$ cat config.mk
export PLATFORM = sky130hd
export DESIGN_NAME = sensor_debounce
export DESIGN_NICKNAME = d
export VERILOG_FILES = /design/src/rtl/sensor_debounce.sv
export SDC_FILE = /design/constraint.sdc
export NUM_CORES = 1
export LEC_CHECK = 0
export BUFFER_PORTS_ARGS = -buffer_cell sky130_fd_sc_hd__clkbuf_2
export CORE_AREA = 2 2 81 83
export CTS_BUF_LIST = sky130_fd_sc_hd__clkbuf_4 sky130_fd_sc_hd__clkbuf_8 sky130_fd_sc_hd__clkbuf_16
export DETAILED_ROUTE_END_ITERATION = 8
export DIE_AREA = 0 0 83 85
export PLACE_DENSITY_LB_ADDON = 0.3
export SKIP_LAST_GASP = 1
export SYNTH_ARGS = -nofsm -noshare
export SYNTH_HDL_FRONTEND = slang
export SYNTH_SLANG_ARGS = --single-unit
$ cat constraint.sdc
create_clock -name clk -period 4.8 [get_ports clk]
set_input_delay 1.44 -clock clk [delete_from_list [all_inputs] [get_ports clk]]
set_output_delay 1.44 -clock clk [all_outputs]
set_load 0.05 [all_outputs]
$ cat src/rtl/sensor_debounce.sv
// Sensor input conditioner: 2-flop synchroniser, per-channel debounce, edge pulses and active count.
// Define SENSOR_DEBOUNCE_STICKY_EN to build the sticky rise register behind event_latched.
module sensor_debounce #(
  parameter int NUM_CH          = 8,
  parameter int DEBOUNCE_CYCLES = 4
) (
  input  logic              clk,
  input  logic              rst,
  input  logic              ena,
  input  logic [NUM_CH-1:0] sensor_raw,
  output logic [NUM_CH-1:0] sensor_stable,
  output logic [NUM_CH-1:0] sensor_rise,
  output logic [NUM_CH-1:0] sensor_fall,
  output logic [3:0]        active_count,
  output logic              any_active,
  input  logic              clr_events,
  output logic [NUM_CH-1:0] event_latched
);

  localparam int CNT_W = $clog2(DEBOUNCE_CYCLES + 1);
  localparam logic [CNT_W-1:0] CntLast = CNT_W'(DEBOUNCE_CYCLES - 1);

  logic [NUM_CH-1:0] sync1_q;
  logic [NUM_CH-1:0] sync2_q;
  logic [NUM_CH-1:0] stable_q, stable_d;
  logic [NUM_CH-1:0] rise_q, rise_d;
  logic [NUM_CH-1:0] fall_q, fall_d;
  logic [CNT_W-1:0]  cnt_q [NUM_CH];
  logic [CNT_W-1:0]  cnt_d [NUM_CH];
  logic [3:0]        count_q, count_d;
  logic              any_q;

  // A channel only moves once the synchronised level has disagreed with it for DEBOUNCE_CYCLES edges.
  always_comb begin
    stable_d = stable_q;
    rise_d   = '0;
    fall_d   = '0;
    for (int i = 0; i < NUM_CH; i++) begin
      cnt_d[i] = '0;
      if (sync2_q[i] != stable_q[i]) begin
        if (cnt_q[i] == CntLast) begin
          stable_d[i] = sync2_q[i];
          rise_d[i]   = sync2_q[i];
          fall_d[i]   = ~sync2_q[i];
        end else begin
          cnt_d[i] = cnt_q[i] + 1'b1;
        end
      end
    end
  end

  always_comb begin
    count_d = '0;
    for (int i = 0; i < NUM_CH; i++) begin
      count_d = count_d + {3'b000, stable_q[i]};
    end
  end

  always_ff @(posedge clk) begin
    if (rst) begin
      sync1_q  <= '0;
      sync2_q  <= '0;
      stable_q <= '0;
      rise_q   <= '0;
      fall_q   <= '0;
      count_q  <= '0;
      any_q    <= 1'b0;
      for (int i = 0; i < NUM_CH; i++) begin
        cnt_q[i] <= '0;
      end
    end else if (ena) begin
      sync1_q  <= sensor_raw;
      sync2_q  <= sync1_q;
      stable_q <= stable_d;
      rise_q   <= rise_d;
      fall_q   <= fall_d;
      count_q  <= count_d;
      any_q    <= |stable_q;
      for (int i = 0; i < NUM_CH; i++) begin
        cnt_q[i] <= cnt_d[i];
      end
    end else begin
      rise_q <= '0;
      fall_q <= '0;
    end
  end

  assign sensor_stable = stable_q;
  assign sensor_rise   = rise_q;
  assign sensor_fall   = fall_q;
  assign active_count  = count_q;
  assign any_active    = any_q;

`ifdef SENSOR_DEBOUNCE_STICKY_EN
  logic [NUM_CH-1:0] event_q;

  // Set beats clear so a rise coinciding with a clear is never lost.
  always_ff @(posedge clk) begin
    if (rst) begin
      event_q <= '0;
    end else if (ena) begin
      event_q <= (event_q & ~{NUM_CH{clr_events}}) | rise_d;
    end
  end

  assign event_latched = event_q;
`else
  logic unusedClr;
  assign unusedClr     = clr_events;
  assign event_latched = '0;
`endif

endmodule

After elaboration in Yosys (flattened, before gate mapping)
Memories as Yosys holds them, arrays and structs flattened.
Index checks and enable logic that the tools add are counted.
Storage, ports and cells
  register bits: 45
  bits in writable memories: 24
  output and inout port bits: 37
  memories kept: 1
Memory list
  cnt_q: depth 8, bits a word 3, read ports 8, clocked after Yosys merged registers in 0, wr ports 8, RTL line 28  | logic [CNT_W-1:0] cnt_q [NUM_CH];
Operators by class
  add/subtract/negate cells: 15
  eq/ne operators: 16
  mux-type cells: 29
  bitwise gates (word level): 33
  reductions and logical operators: 17
Operators with widths (number)
  $mux 3: 24
  $reduce_or 4->1: 8
  $not 1->1: 25
  $add 3x1->3 const B: 8
  $eq 3x2->1 const B: 8
  $reduce_and 3->1: 8
  $add 4x1->4: 4
  $ne 1x1->1: 8
  $or 1x1->1: 8
  $reduce_or 8->1: 1
  $mux 1: 5
  $add 3x1->4: 1
  $add 2x1->3: 1
  $add 1x1->2: 1

Longest topological paths before layout
Gate-level depths: netlist (run 1).
  depth after elaboration: 7
  mapped depth: 10
  gate-level depth less buffers: 10

Worst setup path after synthesis (run 1)
No wires, ideal clock.
  path kind: flip-flop to flip-flop
  start: register stable_q[3], in the netlist sensor_stable[3]
  end: register count_q[1], in the netlist active_count[1]
  library setup time: 86 ps
  data arrival time: 3049 ps
  data required time: 4714 ps
  setup slack: 1666 ps
  cell stages (with the launch flop): 10
  path buffers: 0
  clock period less this slack: 3134 ps
  path through: dfxtp_1 -> fa_1 -> inv_1 -> fa_1 -> fa_1 -> inv_1 -> ha_1 -> inv_1 -> fa_1 -> a211oi_1
On the way
  longest elaborated chain between the ends: 5
Ends and longest elaborated chain
  start: declaration: RTL line 25  | logic [NUM_CH-1:0] stable_q, stable_d;
  start signal: assignment: RTL line 74  | stable_q <= stable_d;
  $add 3x1->4: RTL line 55  | count_d = count_d + {3'b000, stable_q[i]};
  $add 4x1->4 (4 in series): RTL line 55
  end signal: assignment: RTL line 77  | count_q <= count_d;
  end: declaration: RTL line 30  | logic [3:0] count_q, count_d;
Every way passes these cells.
A chain may end at the register's enable or synchronous reset.

Final worst setup path (run 1)
  start: input port ena
  end: register fall_q[1], in the netlist sensor_fall[1]
On the way
  longest elaborated chain between the ends: 2
Ends and longest elaborated chain
  start: declaration: RTL line 9  | input logic ena,
  $not 1->1 (no line)
  $reduce_or 4->1 (no line)
  end signal: assignment: RTL line 76  | fall_q <= fall_d;
  end: declaration: RTL line 27  | logic [NUM_CH-1:0] fall_q, fall_d;
Every way passes these cells.

==> reports/metrics.cfg, run 1 <==
[global_route]
globalRouteOverflowTotal = 0
antenna_found_initial = 0
grt_max_degree = 39
grt_pass1_vias = 1737
grt_pass1_wl_um = 8470
grtUsageTotal_pct = 15.6

[logic_synthesis]
avgSynthCellArea_um2 = 12.2
synth_area_um2 = 3120
post_synth_num_cell_types = 33
synth_top_area_cell = dfxtp_1
ys_ff_latch = 69
ys_seq_area_share_pct = 52.0
synthTopCellsByArea = dfxtp_1, edfxtp_1, ha_1
synth_top_area_share_pct = 28.9
ys.warnings.count = 0
syn_inst = 256

[sta]
tns_ns = 0
tightest_slew_ns = 1.22
final_hold_viol_count = 0
final_max_slew_viol_count = 0
fin_crit_ns = 3.00
max-slew-margin-rel_pct = 18.9
fmax_mhz = 334
fin_crit_sh_pct = 62.4
rsz0062_at_grt = no
skew_ns = 0.00881
setup_viol = 0

[worst_setup_path]
critPathCaptureType = flop
r2r-end = active_count[1]
required_ns = 5.02
worstPathArrival_ns = 3.22
crit_chain = clkbuf_2 > nand2b_1 > nor4b_1
crit_type = in -> reg
path_max_fanout = 25
critPathLaunchType = input pin
cp_slowest_stage_delay_ns = 0.76
cp_top_family = simple AND/OR/NAND/NOR gates
reg2regPathDepth = 9
slowest_stage = nand2b_1
r2r-start = sensor_stable[3]
ff2ff_setup_slack_ns = 1.84
cp.buffers_inverters = 1

[route]
wl_met1_um = 2550
drtIter0Drc = 67
via_per_inst = 5.18
wirelength_um = 5160
highest_layer = met4
routed-wl-met3_um = 216
drcViolationCount = 0
wl_met2_um = 2270
wl_per_cell_um = 13.7
drtPass1Iterations = 4
final_antenna_net_count = 0
vias = 1951

[clock_network]
cts_sinks = 69
cts_tree = done
root_buffer = clkbuf_8
post-cts-setup-buffer-count = 0
clk_latency_ns = 0.34
cts_buffer_depth = 2
path_clk_slew_ns = 0.08
cts_buffers = 9
cts_resized = 0
cts.hold.buffers_added = 0
cts-htree-levels = 3

[worst_hold_path]
holdPathEnd = sync1_q[2]
hp-class = reg -> reg
worstHoldStart = sync1_q[2]
whs_path_depth = 2

[power]
clkPwrFrac_pct = 45.5
ir_drop_uv = 166
pwr-share-seq_pct = 48.8
internal-power_uw = 1020
power.density_nw_per_um2 = 362
p_leak_uw = 0.00149
switching_power_uw = 275
power_frac_comb_pct = 5.8
p_sw_share_pct = 21.3

[final_layout]
layout-drive-gt1-share_pct = 25.7
nets = 331
finish.utilization_pct = 57.5
layout_commonest_cell = dfxtp_1
antenna-diode-count = 0
fillers = 527
mostFrequentLayoutCells = dfxtp_1, clkbuf_2, edfxtp_1, inv_1, ha_1
synthToLayoutAreaGrowth_pct = 14.4

[floorplan]
io_pins = 49
dieHeight_um = 85
die_w_um = 83
start_util_pct = 50.3
core_region_area_um2 = 6200
die_area_um2 = 7060
rows = 29

[place]
routabilityCongestion = 0.770
numPortBuffers = 39
dp_hpwl_um = 3490

[run_status]
status = finished, final reports clean

[job]
drv_cap = 0

[worst max path at each step]
stage,from,endpoint,slack (ns),cells after the start
after floorplan,sensor_stable[3],active_count[1],1.67,9
final,ena,sensor_fall[1],1.80,3
after global routing,ena,cnt_q[0][2],1.60,3
after CTS,ena,sensor_fall[1],1.74,3
after global placement,ena,cnt_q[0][2],1.50,3
after detailed placement,ena,sensor_fall[1],1.37,3
[routing by layer]
metal	vias up	global-route usage, %
li1	989	-
met1	912	21.6
met2	41	22.1
met3	9	4.28
met4	0	8.94
met5	-	0
[stage by stage]
stage	cell area (um^2)	power, uW	std cells	setup slack [ns]	hold slack [ns]
after floorplan	3150	710	263	1.67	0.460
after global placement	3310	717	361	1.50	0.477
after detailed placement	3310	719	361	1.37	0.484
after CTS	3570	1310	377	1.74	0.498
after global routing	3570	1340	377	1.60	0.510
final	3570	1290	377	1.80	0.496
[cell usage after synthesis]
cell and n:
dfxtp_1 45, edfxtp_1 24, ha_1 20, inv_1 20, nor2_1 19, mux2i_1 17
nor4_1 13, buf_4 10, a21oi_1 9, a21bo_2 8, nand3_1 8, nor4b_1 8
xnor2_1 8, nor4b_2 7, and4_1 6, and4b_1 4, buf_2 4, fa_1 4
buf_6 3, clkbuf_1 3, nor4_2 3, nand2b_1 2, a211oi_1 1, a41oi_1 1
and2b_1 1, conb_1 1, nand2_1 1, o21bai_1 1, o22ai_1 1, o31ai_1 1
or2_2 1, or3b_2 1, xor2_1 1
[power groups by stage]
| stage | clock (uW) | sequential [uW] | combinational, uW |
|---|---|---|---|
| finish | 587 | 630 | 74.4 |
| floorplan | 0 | 644 | 65.9 |
| CTS | 603 | 630 | 75.2 |
| global placement | 0 | 643 | 73.6 |
| detailed placement | 0 | 644 | 74.9 |
| global route | 627 | 632 | 82.0 |
[kinds of logic after synthesis]
kind of cell | synth area share (%)
xor+xnor | 2.53
fa+ha+maj | 10.6
flops | 52.0
other cells | 0.120
compound gates | 5.22
simple gates | 17.2
buf+inv | 6.90
mux | 5.46
[final cells by class]
cell class                 count  area, um^2  share of cell area [%]
inverter                      20        75.1                    2.10
timing repair buffer          41         210                    5.89
sequential                    69        1620                    45.4
clock buffer                  11         151                    4.24
tap                           77        96.3                    2.70
multi-input combinational    154        1310                    36.7
clock inverter                 5         106                    2.98
[registers in the layout, summed over array words and instances, names as in the netlist]
signal and cells:
active_count 4, sensor_stable 8, cnt_q 24, sensor_fall 8, sync1_q 8, sync2_q 8
any_active 1, sensor_rise 8
[worst register-to-register path, delay by kind of cell (launching register included)]
| family | cells | cell delay, ns |
|---|---|---|
| adders and majority gates | 5 | 1.97 |
| buffers and inverters | 3 | 0.20 |
| AOI/OAI and AO/OA | 1 | 0.22 |
| DFF | 1 | 0.48 |
Power figures use the tool's default switching activity.
==> run 2: changes to the inputs <==
clock period = 3.1 ns   (was 4.8 ns; I/O delays follow)
==> reports/metrics.cfg, run 2 (synthesis gave the netlist of run 1 again) <==
[power]
power_frac_comb_pct = 6.0  ; +0.2 points
internal-power_uw = 1530  ; +51%
p_sw_share_pct = 21.6  ; +0.32 points
pwr-share-seq_pct = 49.9  ; +1.1 points
p_leak_uw = 0.00149  ; -0.22%
clkPwrFrac_pct = 44.1  ; -1.4 points
ir_drop_uv = 262  ; +58%
power.density_nw_per_um2 = 549  ; +52%
switching_power_uw = 422  ; +53%

[floorplan]
die_area_um2 = 7060  ; unchanged
rows = 29  ; unchanged
start_util_pct = 50.3  ; unchanged
die_w_um = 83  ; unchanged
io_pins = 49  ; unchanged
core_region_area_um2 = 6200  ; unchanged
dieHeight_um = 85  ; unchanged

[sta]
fin_crit_sh_pct = 92.8
rsz0062_at_grt = no
tightest_slew_ns = 0.611  ; -0.606 ns
tns_ns = 0  ; unchanged
max-slew-margin-rel_pct = 59.3  ; +40 points
setup_viol = 0  ; unchanged
setup_ws_ns = 0.222  ; -1.58 ns
final_hold_viol_count = 0  ; unchanged
fmax_mhz = 347
fin_crit_ns = 2.88
final_max_slew_viol_count = 0  ; unchanged
skew_ns = 0.00547  ; -0.00334 ns

[final_layout]
mostFrequentLayoutCells = dfxtp_1, clkbuf_2, edfxtp_1, inv_1, ha_1
fillers = 520  ; -1.3%
layout_commonest_cell = dfxtp_1
largest_reg_flops = 24  ; unchanged
layout-drive-gt1-share_pct = 25.9  ; +0.25 points
synthToLayoutAreaGrowth_pct = 14.0
largest_register = cnt_q
fin_area_um2 = 3560  ; -0.39%
nets = 332  ; +0.30%
antenna-diode-count = 0  ; unchanged
final_cells = 378  ; +0.27%
finish.utilization_pct = 57.3  ; -0.22 points

[route]
wl_per_cell_um = 14.0  ; +2.5%
via_per_inst = 5.24  ; +1.3%
drtIter0Drc = 94  ; +40%
final_antenna_net_count = 0  ; unchanged
drtPass1Iterations = 4  ; unchanged
drcViolationCount = 0  ; unchanged
wirelength_um = 5300  ; +2.8%
vias = 1981  ; +1.5%

[worst_setup_path]
critPathCaptureType = flop
required_ns = 3.36  ; -1.66 ns
path_max_fanout = 5  ; -80%
crit_type = reg -> reg
worstPathArrival_ns = 3.14  ; -0.08 ns
ff2ff_setup_slack_ns = 0.22  ; -1.62 ns
critPathLaunchType = flop

[place]
dp_slack_ns = 0.221  ; -1.15 ns
numPortBuffers = 39  ; unchanged
placed_area_um2 = 3320  ; +0.34%
dp_hpwl_um = 3620  ; +3.6%
routabilityCongestion = 0.775  ; +0.65%
place_inst = 362  ; +0.28%

[clock_network]
cts_tree = done
cts.hold.buffers_added = 0  ; unchanged
cts_buffers = 9  ; unchanged
cts-htree-levels = 3  ; unchanged
cts_buffer_depth = 2  ; unchanged
cts_resized = 0  ; unchanged
post-cts-setup-buffer-count = 0  ; unchanged
clk_latency_ns = 0.34  ; about the same
cts_sinks = 69  ; unchanged
root_buffer = clkbuf_8
path_clk_slew_ns = 0.07  ; about the same

[global_route]
grt_max_degree = 27  ; -31%
grt_pass1_wl_um = 9200  ; +8.6%
grtUsageTotal_pct = 16.6  ; +0.99 points
grt_pass1_vias = 1832  ; +5.5%
globalRouteOverflowTotal = 0  ; unchanged
antenna_found_initial = 0  ; unchanged

[run_status]
status = finished, final reports clean

[worst_hold_path]
hp-class = reg -> reg

[job]
drv_cap = 0  ; unchanged

run 2: changes by cell type in the layout (fill, tap and decap cells not counted):
cell and change:
clkinv_1 +3, clkbuf_8 -2, clkinvlp_4 -1, dfxtp_1 -3
dfxtp_2 +3, buf_4 +1, clkinv_4 -1, clkbuf_4 +1
run 2: per-stage QoR:
stage / hold WS (ns) / total power, uW
floorplan: 0.460 / 1100
global placement: 0.474 / 1110
detailed placement: 0.486 / 1110
CTS: 0.497 / 1970
global route: 0.531 / 2030
finish: 0.492 / 1950
run 2: final cells by class:
| type | count | area [um^2] | share of cell area [%] |
|---|---|---|---|
| Inverter | 20 | 75.1 | 2.11 |
| Timing Repair Buffer | 42 | 218 | 6.12 |
| Clock inverter | 6 | 101 | 2.85 |
| Tap cell | 77 | 96.3 | 2.71 |
| Multi-Input combinational cell | 154 | 1310 | 36.8 |
| Clock buffer | 10 | 131 | 3.69 |
| Sequential cell | 69 | 1630 | 45.7 |
run 2: power by group through the flow:
stage | logic [uW] | clock network, uW | registers (uW)
global placement | 115 | 0 | 995
CTS | 118 | 875 | 976
detailed placement | 117 | 0 | 997
floorplan | 102 | 0 | 997
global route | 130 | 919 | 979
finish | 117 | 861 | 976
run 2: per-layer routing:
layer  routed length [um]  track usage (%)  part of all wire [%]
met1                 2610             23.7                    49
met2                 2340             23.5                    44
met3                  253             4.96                   4.8
met4                   98             7.00                   1.8
met5                    0                0                     0
run 2: final timing paths:
kind | end | cells after the start | start
setup / recovery | active_count[1] | 9 | sensor_stable[0]
hold / removal | active_count[1] | 2 | active_count[1]
setup reg to reg | active_count[1] | 9 | sensor_stable[0]
hold reg to reg | active_count[1] | 2 | active_count[1]
run 2: worst max-delay path: stages, from the launching register on:
cell	delay (ns)
dfxtp_2	0.35
fa_1	0.54
inv_1	0.05
fa_1	0.44
fa_1	0.50
inv_1	0.05
ha_1	0.18
inv_1	0.07
fa_1	0.40
a211oi_1	0.22
